`src/rtl/fetch_unit_pkg.sv`:
```
// -----------------------------------------------------------------------------
// fetch_unit_pkg
// Shared definitions for the instruction fetch unit: FSM state encoding,
// instruction width, the NOP encoding used as the reset value of the
// instruction register, and small arithmetic helpers.
// -----------------------------------------------------------------------------
package fetch_unit_pkg;

  // Width of an instruction word.
  localparam int unsigned INST_W = 32;

  // Canonical NOP (addi x0, x0, 0) held in the instruction register after reset.
  localparam logic [INST_W-1:0] NOP_INST = 32'h0000_0013;

  // Fetch FSM states.
  typedef enum logic [1:0] {
    ST_IDLE  = 2'b00,
    ST_REQ   = 2'b01,
    ST_HOLD  = 2'b10,
    ST_FAULT = 2'b11
  } fetch_state_e;

  // A target is misaligned when it is not on a 4-byte boundary.
  function automatic logic is_misaligned(input logic [1:0] low_bits);
    return (low_bits != 2'b00);
  endfunction

  // Increment that sticks at all-ones instead of wrapping.
  function automatic logic [31:0] sat_inc32(input logic [31:0] value);
    logic [31:0] result;
    if (value == 32'hFFFF_FFFF) begin
      result = value;
    end else begin
      result = value + 32'd1;
    end
    return result;
  endfunction

endpackage

```
`src/rtl/fetch_unit_detector_flanco.sv`:
```
// -----------------------------------------------------------------------------
// detector_flanco
// Rising-edge detector. Produces a one-cycle pulse in the cycle where d_i is
// high and was low in the previous cycle.
//
// Ports:
//   clk_i    - clock
//   rst_i    - asynchronous active-high reset (history register cleared)
//   d_i      - level input to watch
//   pulse_o  - high for one cycle on each low-to-high transition of d_i
// -----------------------------------------------------------------------------
module detector_flanco (
  input  logic clk_i,
  input  logic rst_i,
  input  logic d_i,
  output logic pulse_o
);

  logic r_prev;

  // Remember the previous input level so a low-to-high transition can be seen.
  always_ff @(posedge clk_i or posedge rst_i) begin
    if (rst_i) begin
      r_prev <= 1'b0;
    end else begin
      r_prev <= d_i;
    end
  end

  assign pulse_o = d_i & ~r_prev;

endmodule

```
`src/rtl/fetch_unit.sv`:
```
// -----------------------------------------------------------------------------
// fetch_unit
// Instruction fetch stage. Holds the PC, issues word reads to instruction
// memory, registers the returned word and offers it to decode with a
// valid/ready handshake. Supports free-running and single-step operation,
// branch redirects without an extra bubble, and a sticky fault on a
// misaligned redirect target.
//
// Parameters:
//   RESET_PC      - PC loaded on reset
//   ADDR_W        - instruction-memory word-address width (PC bits [ADDR_W+1:2])
//
// Ports:
//   clk_i          - clock, all state changes on the rising edge
//   rst_i          - asynchronous active-high reset
//   run_i          - 1 = free-running fetch, 0 = single-step
//   step_i         - single-step request (rising edge only)
//   mem_req_o      - instruction-memory read request
//   mem_addr_o     - word address of the request (pc_o[ADDR_W+1:2])
//   mem_ack_i      - memory acknowledge, mem_rdata_i valid in that cycle
//   mem_rdata_i    - fetched instruction word
//   inst_valid_o   - inst_o/pc_o hold an instruction offered to decode
//   inst_ready_i   - decode accepts when inst_valid_o & inst_ready_i
//   inst_o         - registered instruction word
//   pc_o           - PC of the current instruction
//   pcplus4_o      - pc_o + 4 (wraps modulo 2^32)
//   redirect_i     - branch taken from execute (only sampled on an accept)
//   redirect_pc_i  - branch target
//   misalign_o     - sticky misaligned-target fault, cleared only by reset
//   fetch_count_o  - saturating count of accepted instructions
// -----------------------------------------------------------------------------
module fetch_unit
  import fetch_unit_pkg::*;
#(
  parameter logic [31:0] RESET_PC = 32'h0000_0000,
  parameter int unsigned ADDR_W   = 6
) (
  input  logic              clk_i,
  input  logic              rst_i,
  input  logic              run_i,
  input  logic              step_i,
  output logic              mem_req_o,
  output logic [ADDR_W-1:0] mem_addr_o,
  input  logic              mem_ack_i,
  input  logic [INST_W-1:0] mem_rdata_i,
  output logic              inst_valid_o,
  input  logic              inst_ready_i,
  output logic [INST_W-1:0] inst_o,
  output logic [31:0]       pc_o,
  output logic [31:0]       pcplus4_o,
  input  logic              redirect_i,
  input  logic [31:0]       redirect_pc_i,
  output logic              misalign_o,
  output logic [31:0]       fetch_count_o
);

  fetch_state_e      r_state;
  fetch_state_e      w_state_nxt;
  logic [31:0]       r_pc;
  logic [31:0]       w_pc_nxt;
  logic [INST_W-1:0] r_inst;
  logic [INST_W-1:0] w_inst_nxt;
  logic              r_misalign;
  logic              w_misalign_nxt;
  logic [31:0]       r_fetch_count;
  logic [31:0]       w_fetch_count_nxt;
  logic              w_step_pulse;

  // Step edges are detected continuously; they only matter in IDLE, so an
  // edge seen in any other state is simply lost rather than queued.
  detector_flanco u_step_edge (
    .clk_i   (clk_i),
    .rst_i   (rst_i),
    .d_i     (step_i),
    .pulse_o (w_step_pulse)
  );

  // Next-state and datapath update logic for the fetch FSM.
  always_comb begin
    w_state_nxt       = r_state;
    w_pc_nxt          = r_pc;
    w_inst_nxt        = r_inst;
    w_misalign_nxt    = r_misalign;
    w_fetch_count_nxt = r_fetch_count;

    case (r_state)
      ST_IDLE: begin
        if (run_i || w_step_pulse) begin
          w_state_nxt = ST_REQ;
        end else begin
          w_state_nxt = ST_IDLE;
        end
      end

      ST_REQ: begin
        // Address is the PC itself, so it stays put until the ack arrives.
        if (mem_ack_i) begin
          w_inst_nxt  = mem_rdata_i;
          w_state_nxt = ST_HOLD;
        end else begin
          w_state_nxt = ST_REQ;
        end
      end

      ST_HOLD: begin
        if (inst_ready_i) begin
          w_fetch_count_nxt = sat_inc32(r_fetch_count);
          if (redirect_i) begin
            if (is_misaligned(redirect_pc_i[1:0])) begin
              w_misalign_nxt = 1'b1;
              w_pc_nxt       = redirect_pc_i & ~32'h0000_0003;
              w_state_nxt    = ST_FAULT;
            end else begin
              // Loading the target here and going straight to REQ means a
              // taken branch costs nothing beyond the normal fetch latency.
              w_pc_nxt    = redirect_pc_i;
              w_state_nxt = run_i ? ST_REQ : ST_IDLE;
            end
          end else begin
            w_pc_nxt    = r_pc + 32'd4;
            w_state_nxt = run_i ? ST_REQ : ST_IDLE;
          end
        end else begin
          w_state_nxt = ST_HOLD;
        end
      end

      ST_FAULT: begin
        w_state_nxt = ST_FAULT;
      end

      default: begin
        w_state_nxt = ST_IDLE;
      end
    endcase
  end

  // State and datapath registers; reset abandons any transaction in flight.
  always_ff @(posedge clk_i or posedge rst_i) begin
    if (rst_i) begin
      r_state       <= ST_IDLE;
      r_pc          <= RESET_PC;
      r_inst        <= NOP_INST;
      r_misalign    <= 1'b0;
      r_fetch_count <= 32'h0000_0000;
    end else begin
      r_state       <= w_state_nxt;
      r_pc          <= w_pc_nxt;
      r_inst        <= w_inst_nxt;
      r_misalign    <= w_misalign_nxt;
      r_fetch_count <= w_fetch_count_nxt;
    end
  end

  // Handshake outputs are pure decodes of the state register, so reset
  // drops them in the same cycle it is asserted.
  assign mem_req_o     = (r_state == ST_REQ);
  assign inst_valid_o  = (r_state == ST_HOLD);
  assign mem_addr_o    = r_pc[ADDR_W+1:2];
  assign inst_o        = r_inst;
  assign pc_o          = r_pc;
  assign pcplus4_o     = r_pc + 32'd4;
  assign misalign_o    = r_misalign;
  assign fetch_count_o = r_fetch_count;

endmodule

```
`config.mk`:
```
export PLATFORM = sky130hd
export DESIGN_NAME = fetch_unit
export DESIGN_NICKNAME = d
export VERILOG_FILES = /design/src/rtl/fetch_unit_pkg.sv /design/src/rtl/fetch_unit_detector_flanco.sv /design/src/rtl/fetch_unit.sv
export SDC_FILE = /design/constraint.sdc
export NUM_CORES = 1
export LEC_CHECK = 0
export ABC_AREA = 0
export CORE_MARGIN = 5
export CORE_UTILIZATION = 40
export DETAILED_ROUTE_END_ITERATION = 7
export PLACE_DENSITY = 0.86
export SETUP_SLACK_MARGIN = 0.15
export SLEW_MARGIN = 20
export SYNTH_ARGS = -nofsm -noshare
export SYNTH_HDL_FRONTEND = slang
export SYNTH_HIERARCHICAL = 1
export SYNTH_SLANG_ARGS = --single-unit
```
`constraint.sdc`:
```
create_clock -name clk_i -period 3.1 [get_ports clk_i]
set_input_delay 0.465 -clock clk_i [delete_from_list [all_inputs] [get_ports clk_i]]
set_output_delay 0.465 -clock clk_i [all_outputs]
set_load 0.02 [all_outputs]
```
==> results of run 1 <==
## cells in the final DEF, fill, tap and decap left out, types with 3 or more instances in the layout
master	n
dfrtp_1	91
o22ai_1	20
nor3_1	10
nor2_1	31
dlymetal6s2s_1	4
clkdlybuf4s50_1	187
nand4_1	20
o21ai_0	9
and3_1	10
and2_1	6
mux2_2	34
xnor2_1	38
mux2i_1	15
dlygate4sd2_1	15
inv_1	10
buf_4	25
nand3_1	26
and3_2	3
dfstp_2	3
dfrtp_2	6
xor2_1	20
nor4_4	3
a31oi_1	3
a2bb2oi_1	3
clkbuf_16	9
nand2_1	45
and4_1	9
a21oi_1	24
clkinvlp_4	3
nor4_1	4
## power by group through the flow
stage          registers (mW)  logic, mW  clock network [mW]
2_1_floorplan            2.63       1.50                   0
3_5_place_dp             2.20       3.63                   0
6_report                 2.19       3.58                1.20
3_3_place_gp             2.16       3.58                   0
4_1_cts                  2.18       3.59                1.24
5_1_grt                  2.26       3.80                1.30
## kinds of logic after synthesis
group                    count (synthesis)
adder cells (fa/ha/maj)                  2
AO/OA/AOI/OAI                           70
buffers and inverters                   45
flip-flops                             100
XOR/XNOR                                58
multiplexers                            49
AND/OR/NAND/NOR                        184
## synth_stat cells, types with 11 or more instances
| cell | count | area (sq um) |
|---|---|---|
| dfrtp_1 | 97 | 2430 |
| xnor2_1 | 38 | 333 |
| inv_1 | 11 | 41.3 |
| mux2_2 | 34 | 383 |
| o22ai_1 | 20 | 125 |
| nor3_1 | 11 | 55.1 |
| a21oi_1 | 24 | 120 |
| xor2_1 | 20 | 175 |
| nand3_1 | 27 | 135 |
| nor2_1 | 31 | 116 |
| nand2_1 | 45 | 169 |
| mux2i_1 | 15 | 150 |
| nand4_1 | 20 | 125 |
## what timing repair did
| item | CTS | global route |
|---|---|---|
| endpoints found under the hold margin | 0 | 0 |
| endpoints found under the setup margin | 19 | 13 |
| hold buffers | 0 | 0 |
| pin swaps | 2 | 2 |
| buffers inserted | 1 | 3 |
| gates resized for setup | 24 | 10 |
## per-layer routing
metal  vias up  track usage, %  wire length (microns)
li1       2238               -                      -
met1      2315            23.4                   6220
met2       248            35.6                   8020
met3        27            7.50                   1660
met4         0            8.04                    407
met5         -               0                      0
## state kept, by name, summed over array words and instances, names as in the netlist
register	count
u_step_edge/r_prev	1
fetch_count_o	32
pc_o	32
r_state	2
inst_o	32
misalign_o	1
## final timing paths
kind                                                     end  depth (start not counted)                          from  slack, ps
worst max-delay path                           pcplus4_o[25]                          5          pc_o[21]$_DFFE_PP0P_        260
worst min-delay path            u_step_edge/r_prev$_DFF_PP0_                          2                         rst_i        340
worst max register to register  fetch_count_o[1]$_DFFE_PP0P_                          6  fetch_count_o[0]$_DFFE_PP0P_        770
worst min register to register        misalign_o$_DFFE_PP0P_                          1        misalign_o$_DFFE_PP0P_        460
max in group asynchronous             inst_o[12]$_DFFE_PP0P_                          3                         rst_i       1750
min in group clk_i                    misalign_o$_DFFE_PP0P_                          1        misalign_o$_DFFE_PP0P_        460
## metrics by stage
| stage | power (mW) | utilization (%) | hold WS (ps) | cells | setup WS, ps |
|---|---|---|---|---|---|
| after CTS | 7.01 | 60.1 | 328 | 896 | 160 |
| final | 6.96 | 60.5 | 337 | 899 | 264 |
| after global placement | 5.74 | 57.5 | 444 | 879 | 306 |
| after global routing | 7.36 | 60.5 | 330 | 899 | 156 |
| after detailed placement | 5.83 | 57.5 | 448 | 879 | 242 |
| after floorplan | 4.12 | - | 194 | 508 | 634 |
## area by class of cell
| class | instances | area [sq um] | share of cell area (%) |
|---|---|---|---|
| clock buffers | 10 | 229 | 2.89 |
| repair buffers | 233 | 2270 | 28.7 |
| inverters | 11 | 45.0 | 0.569 |
| well taps | 176 | 220 | 2.78 |
| multi-input cells | 363 | 2540 | 32.1 |
| flip-flops and latches | 100 | 2510 | 31.8 |
| clock inverters | 6 | 88.8 | 1.12 |
==> impl_metrics.env, run 1 <==
export IMPL_powerDensity_nw_per_um2=880
export IMPL_grt_usage_pct=20.7
export IMPL_nFillCells=1056
export IMPL_hold_class="in2async"
export IMPL_htree_levels=3
export IMPL_dieWidth_microns=125
export IMPL_antenna_found_initial=0
export IMPL_endpoint_kind="primary output"
export IMPL_drtIter0Drc=290
export IMPL_area_delta_synth_final_pct=49.8
export IMPL_clkTransAtPathRegs_ps=70
export IMPL_netSwitchingFraction_pct=39.6
export IMPL_postRouteAntennaNets=0
export IMPL_gp_congestion=0.887
export IMPL_grt_pass1_vias=4952
export IMPL_crit_family="simple AND/OR/NAND/NOR gates"
export IMPL_coreArea_sq_um=13100
export IMPL_power_switching_mw=2.75
export IMPL_grt_max_degree=76
export IMPL_setup_tns_ps=0
export IMPL_critPathKind="reg2out"
export IMPL_p_seq_share_pct=31.4
export IMPL_hold_viol=0
export IMPL_die_area_sq_um=15600
export IMPL_ys_seq_area_share_pct=47.5
export IMPL_final_max_slew_viol_count=0
export IMPL_synth_compound_area_share_pct=8.01
export IMPL_io_pins=208
export IMPL_cp_required_ps=2630
export IMPL_drv_cap=0
export IMPL_clock_latency_ps=350
export IMPL_intPower_mw=4.21
export IMPL_synth_xor_area_share_pct=9.62
export IMPL_timing_final_crit_share_pct=91.5
export IMPL_post_route_min_period_ps=2840
export IMPL_synth_seq_cells=100
export IMPL_setup_viol=0
export IMPL_cp_buffers_inverters=1
export IMPL_cp_data_arrival_time_ps=2370
export IMPL_synth_adder_area_share_pct=0.474
export IMPL_slowest_delay_ps=520
export IMPL_dp_hpwl_microns=12100
export IMPL_avgSynthCellArea_sq_um=10.4
export IMPL_maxClockFrequency_mhz=353
export IMPL_io_buffers=207
export IMPL_num_rows=42
export IMPL_combPwrFrac_pct=51.4
export IMPL_synth_cells=508
export IMPL_drc=0
export IMPL_slew_headroom_pct=48.6
export IMPL_ys_types=52
export IMPL_crit_chain="nand4_1 > or4_4 > nor4_4 > xor2_1 > dlygate4sd2_1"
export IMPL_placed_area_sq_um=7520
export IMPL_start_util_pct=40.3
export IMPL_clk_path_buf_depth=2
export IMPL_cp_slowest_cell="or4_4"
export IMPL_grt_pass1_wl_microns=26000
export IMPL_clockRootBuffer="clkbuf_16"
export IMPL_ys_async_sr_fraction_pct=100
export IMPL_gr_total_overflow=0
export IMPL_synthMuxAreaShare_pct=10.1
export IMPL_final_area_sq_um=7910
export IMPL_pwr_share_clk_pct=17.2
export IMPL_wl_per_cell_microns=18.1
export IMPL_synth_area_sq_um=5280
export IMPL_antennaDiodeCount=0
export IMPL_wl_microns=16300
export IMPL_cts_tree="done"
export IMPL_synth_nets=581
export IMPL_routed_via_density=5.37
export IMPL_synth_edf_count=0
export IMPL_nets=791
export IMPL_rsz0062_at_grt="false"
export IMPL_vdd_ir_drop_worst_v=0.000472
export IMPL_cts_sinks=100
export IMPL_start_kind="register"
export IMPL_leakage_nw=3.37
export IMPL_via_count=4828
export IMPL_synth_top_family_by_area="simple AND/OR/NAND/NOR gates"
export IMPL_status="completed"
export IMPL_cp_max_fo=5
export IMPL_drtPass1Iterations=5
export IMPL_yosysWarnings=6
export IMPL_worstMarginPinSlew_ps=769
export IMPL_drive_above_1_share_pct=14.1
export IMPL_fin_worst_skew_ps=6.16
export IMPL_synthFlopType="dfrtp_1"
export IMPL_numCtsBuffers=9
export IMPL_die_height_microns=125
export IMPL_synth_simple_area_share_pct=19.1
Power figures use the tool's default switching activity.
==> inputs of run 2 (changes only) <==
- CAP_MARGIN: default -> 30
- CORE_ASPECT_RATIO: default -> 0.5
- SLEW_MARGIN: 20 -> default
==> impl_metrics.env, run 2 (synthesis gave the netlist of run 1 again) <==
export IMPL_dieWidth_microns=172
export IMPL_clockRootBuffer="clkbuf_16"
export IMPL_area_delta_synth_final_pct=50.5
export IMPL_grt_pass1_wl_microns=25700
export IMPL_vdd_ir_drop_worst_v=0.000696
export IMPL_final_area_sq_um=7950
export IMPL_wl_per_cell_microns=18.3
export IMPL_maxClockFrequency_mhz=350
export IMPL_hold_viol=0
export IMPL_timing_final_crit_share_pct=92.3
export IMPL_drc=0
export IMPL_gr_total_overflow=0
export IMPL_drive_above_1_share_pct=16.0
export IMPL_coreArea_sq_um=12800
export IMPL_gr_usage_met3_pct=4.38
export IMPL_layout_common_cells="clkdlybuf4s50_1 (188), dfrtp_1 (87), nand2_1 (45), xnor2_1 (38), mux2_2 (34)"
export IMPL_mostFrequentLayoutCell="clkdlybuf4s50_1"
export IMPL_powerDensity_nw_per_um2=881
export IMPL_total_power_mw=7.00
export IMPL_grtUsageMet1_pct=25.4
export IMPL_top_usage_layer="met2"
export IMPL_antennaDiodeCount=0
export IMPL_fin_worst_skew_ps=8.55
export IMPL_final_max_slew_viol_count=0
export IMPL_num_rows=29
export IMPL_cts_sinks=100
export IMPL_io_buffers=207
export IMPL_clk_path_buf_depth=2
export IMPL_clock_latency_ps=350
export IMPL_grt_pass1_vias=4689
export IMPL_wl_microns=16400
export IMPL_grt_usage_pct=20.3
export IMPL_worst_slack_ps=240
export IMPL_drv_cap=0
export IMPL_endpoint_kind="primary output"
export IMPL_worstMarginPinSlew_ps=866
export IMPL_slew_headroom_pct=42.3
export IMPL_io_pins=208
export IMPL_placed_area_sq_um=7510
export IMPL_nets=794
export IMPL_via_count=4792
export IMPL_start_util_pct=41.2
export IMPL_gp_congestion=0.817
export IMPL_hold_class="in2async"
export IMPL_cp_required_ps=2630
export IMPL_die_height_microns=91.2
export IMPL_numCtsBuffers=9
export IMPL_grt_use_met2_pct=35.1
export IMPL_post_place_ws_ps=249
export IMPL_cp_data_arrival_time_ps=2390
export IMPL_dp_hpwl_microns=12100
export IMPL_antenna_found_initial=0
export IMPL_cp_max_fo=5
export IMPL_critPathKind="reg2out"
export IMPL_die_area_sq_um=15700
export IMPL_start_kind="register"
export IMPL_rsz0062_at_grt="false"
export IMPL_cts_tree="done"
export IMPL_routed_via_density=5.35
export IMPL_slowest_delay_ps=610
export IMPL_clkTransAtPathRegs_ps=80
export IMPL_r2r_setup_slack_ps=710
export IMPL_leakage_nw=3.40
export IMPL_crit_chain="inv_1 > or4_4 > nor4_4 > xor2_1 > dlygate4sd2_1"
export IMPL_drtIter0Drc=340
export IMPL_cp_slowest_cell="or4_4"
export IMPL_post_route_min_period_ps=2860
export IMPL_status="completed"
export IMPL_postRouteAntennaNets=0
export IMPL_htree_levels=3
export IMPL_grt_max_degree=66
export IMPL_drtPass1Iterations=5
export IMPL_setup_viol=0
## run 2: changes by cell type in the layout (fill, tap and decap cells not counted), moves of 4 or more
| cell | delta |
|---|---|
| buf_4 | +4 |
| dfrtp_1 | -4 |
| dfrtp_2 | +4 |
| dlygate4sd2_1 | -4 |
## run 2: layout make-up
cell class,count,area (sq um)
Tap cell,170,213
Clock buffer,9,225
Timing Repair Buffer,236,2280
Sequential cell,100,2520
Multi-Input combinational cell,363,2570
Fill cell,1031,4860
Inverter,11,45.0
Clock inverter,7,93.8
## run 2: repair_timing
action | 4_1_cts | 5_1_grt
pin swaps | 1 | 4
hold buffers | 0 | 0
setup buffers | 1 | 5
gates resized for setup | 20 | 25
endpoints found under the setup margin | 20 | 13
## run 2: worst paths after layout
check                                              start                            to  cells after the start
min                                                rst_i  u_step_edge/r_prev$_DFF_PP0_                      2
min in group clk_i                misalign_o$_DFFE_PP0P_        misalign_o$_DFFE_PP0P_                      1
max reg2reg                fetch_count_o[16]$_DFFE_PP0P_  fetch_count_o[1]$_DFFE_PP0P_                      5
max in group asynchronous                          rst_i           pc_o[9]$_DFFE_PP0P_                      3
min reg2reg                       misalign_o$_DFFE_PP0P_        misalign_o$_DFFE_PP0P_                      1
max                                 pc_o[22]$_DFFE_PP0P_                 pcplus4_o[29]                      5
## run 2: metal layers
metal  part of all wire, %  wire [microns]
met5                     0               0
met3                   5.9             970
met1                    39            6460
met2                    52            8500
met4                   2.7             439
## run 2: stage by stage
step / utilization [%] / std cells / hold slack (ps) / setup TNS, ps
finish: 62.0 / 896 / 327 / 0
global route: 62.0 / 896 / 340 / 0
CTS: 61.2 / 891 / 316 / -64.4
detailed placement: 58.6 / 874 / 452 / 0
global placement: 58.6 / 874 / 441 / 0
floorplan: - / 508 / 194 / 0
## run 2: power breakdown
| part | leakage (nW) | switching (mW) | internal, mW |
|---|---|---|---|
| Sequential | 1.24 | 0.442 | 1.76 |
| Clock | 0.153 | 0.567 | 0.651 |
| Combinational | 2.00 | 1.83 | 1.75 |
| Total | 3.40 | 2.84 | 4.16 |
## run 2: worst max-delay path: cells and delay by family (launching register included)
kind                   cells  cell delay [ps]
buffers and inverters      2              480
flip-flops                 1              420
XOR/XNOR                   1              160
AND/OR/NAND/NOR            2              980
==> inputs of run 3 (changes only) <==
- CAP_MARGIN: 30 -> 20
- GPL_TIMING_DRIVEN: default -> 0
- RECOVER_POWER: default -> 100
==> impl_metrics.env, run 3 (synthesis gave the netlist of run 1 again) <==
export IMPL_drtPass1Iterations=7
export IMPL_dieWidth_microns=172
export IMPL_status="completed"
export IMPL_clk_path_buf_depth=2
export IMPL_wl_microns=17400
export IMPL_mostFrequentLayoutCell="dlygate4sd3_1"
export IMPL_final_max_slew_viol_count=0
export IMPL_drv_cap=0
export IMPL_slew_headroom_pct=14.2
export IMPL_leakage_nw=3.55
export IMPL_coreArea_sq_um=12800
export IMPL_nFillCells=1019
export IMPL_timing_final_crit_share_pct=93.7
export IMPL_dp_hpwl_microns=13000
export IMPL_postRouteAntennaNets=0
export IMPL_multi_input_area_sq_um=2580
export IMPL_die_height_microns=91.2
export IMPL_r2r_setup_slack_ps=500
export IMPL_placed_area_sq_um=7630
export IMPL_wl_per_cell_microns=19.1
export IMPL_cp_max_fo=8
export IMPL_cts_tree="done"
export IMPL_instances_no_fill=914
export IMPL_worstMarginPinSlew_ps=1280
export IMPL_cp_required_ps=2630
export IMPL_hold_class="in2async"
export IMPL_die_area_sq_um=15700
export IMPL_post_place_ws_ps=-105
export IMPL_cp_data_arrival_time_ps=2440
export IMPL_antennaDiodeCount=0
export IMPL_final_area_sq_um=8010
export IMPL_drive_above_1_share_pct=15.2
export IMPL_fin_worst_skew_ps=10.3
export IMPL_slowest_delay_ps=590
export IMPL_drc=0
export IMPL_start_util_pct=41.2
export IMPL_seq_area_sq_um=2510
export IMPL_endpoint_kind="primary output"
export IMPL_routed_via_density=5.40
export IMPL_cp_slowest_cell="nor4_1"
export IMPL_clkTransAtPathRegs_ps=70
export IMPL_timing_critical_path_from="pc_o[13]$_DFFE_PP0P_"
export IMPL_maxClockFrequency_mhz=344
export IMPL_cp_buffers_inverters=2
export IMPL_grt_max_degree=33
export IMPL_vdd_ir_drop_worst_v=0.000670
export IMPL_area_delta_synth_final_pct=51.7
export IMPL_hold_viol=0
export IMPL_setup_tns_ps=0
export IMPL_total_power_mw=6.75
export IMPL_post_route_util_pct=62.5
export IMPL_layout_common_cells="dlygate4sd3_1 (120), dfrtp_1 (90), clkdlybuf4s50_1 (66), nand2_1 (45), xnor2_1 (38)"
export IMPL_crit_family="simple AND/OR/NAND/NOR gates"
export IMPL_htree_levels=3
export IMPL_numCtsBuffers=9
export IMPL_powerDensity_nw_per_um2=843
export IMPL_via_count=4940
export IMPL_grt_usage_pct=21.8
export IMPL_clock_latency_ps=340
export IMPL_grt_pass1_wl_microns=27400
export IMPL_num_rows=29
export IMPL_drtIter0Drc=394
export IMPL_crit_chain="buf_6 > and3_2 > nand3_1 > nor4_1 > xnor2_1 > dlygate4sd2_1"
export IMPL_placed_cells=888
export IMPL_start_kind="register"
export IMPL_nets=812
export IMPL_gr_total_overflow=0
export IMPL_io_pins=208
export IMPL_whs_ps=430
export IMPL_critPathKind="reg2out"
export IMPL_gp_congestion=0.888
export IMPL_clockRootBuffer="clkbuf_16"
export IMPL_antenna_found_initial=0
export IMPL_setup_viol=0
export IMPL_io_buffers=207
export IMPL_grt_pass1_vias=4900
export IMPL_rsz0062_at_grt="true"
export IMPL_r2r_start="r_state[0]$_DFF_PP0_"
export IMPL_cts_sinks=100
export IMPL_worst_slack_ps=196
export IMPL_post_route_min_period_ps=2900
## run 3: worst paths after layout
check                                                end  depth (start not counted)
setup / recovery                           pcplus4_o[22]                          6
hold / removal              u_step_edge/r_prev$_DFF_PP0_                          2
setup reg to reg                    r_state[0]$_DFF_PP0_                          6
hold reg to reg                   misalign_o$_DFFE_PP0P_                          1
max in group asynchronous  fetch_count_o[16]$_DFFE_PP0P_                          4
min in group clk_i                misalign_o$_DFFE_PP0P_                          1
## run 3: power breakdown
group / total [mW] / switching [mW] / internal, mW
registers: 2.17 / 0.418 / 1.75
logic: 3.48 / 1.90 / 1.59
clock network: 1.10 / 0.525 / 0.573
total: 6.75 / 2.84 / 3.91
## run 3: repair_timing
item,in CTS,in global routing
setup buffers,10,0
cloned,0,0
pin swaps,5,2
setup endpoints to repair,21,11
hold buffers,0,0
gates resized for setup,42,12
## run 3: routing by layer
metal / up-vias / track usage [%] / wire, microns
li1: 2269 / - / -
met1: 2459 / 28.2 / 6920
met2: 170 / 36.8 / 8950
met3: 42 / 3.90 / 958
met4: 0 / 7.78 / 611
met5: - / 0 / 0
## run 3: area by class of cell
type	instances	area share (%)
Buffer	34	2.69
Inverter	11	0.531
Clock buffer	10	2.98
Timing Repair Buffer	220	26.9
Tap cell	170	2.66
Multi-Input combinational cell	363	32.3
Clock inverter	6	0.578
Sequential cell	100	31.4
## run 3: worst reg2reg max path, cell delays in order (launching register included)
cell      delay, ps
dfrtp_1         420
and3b_1         300
clkbuf_1        490
clkbuf_1        510
clkbuf_1        460
o21ai_0         180
o311ai_0        130
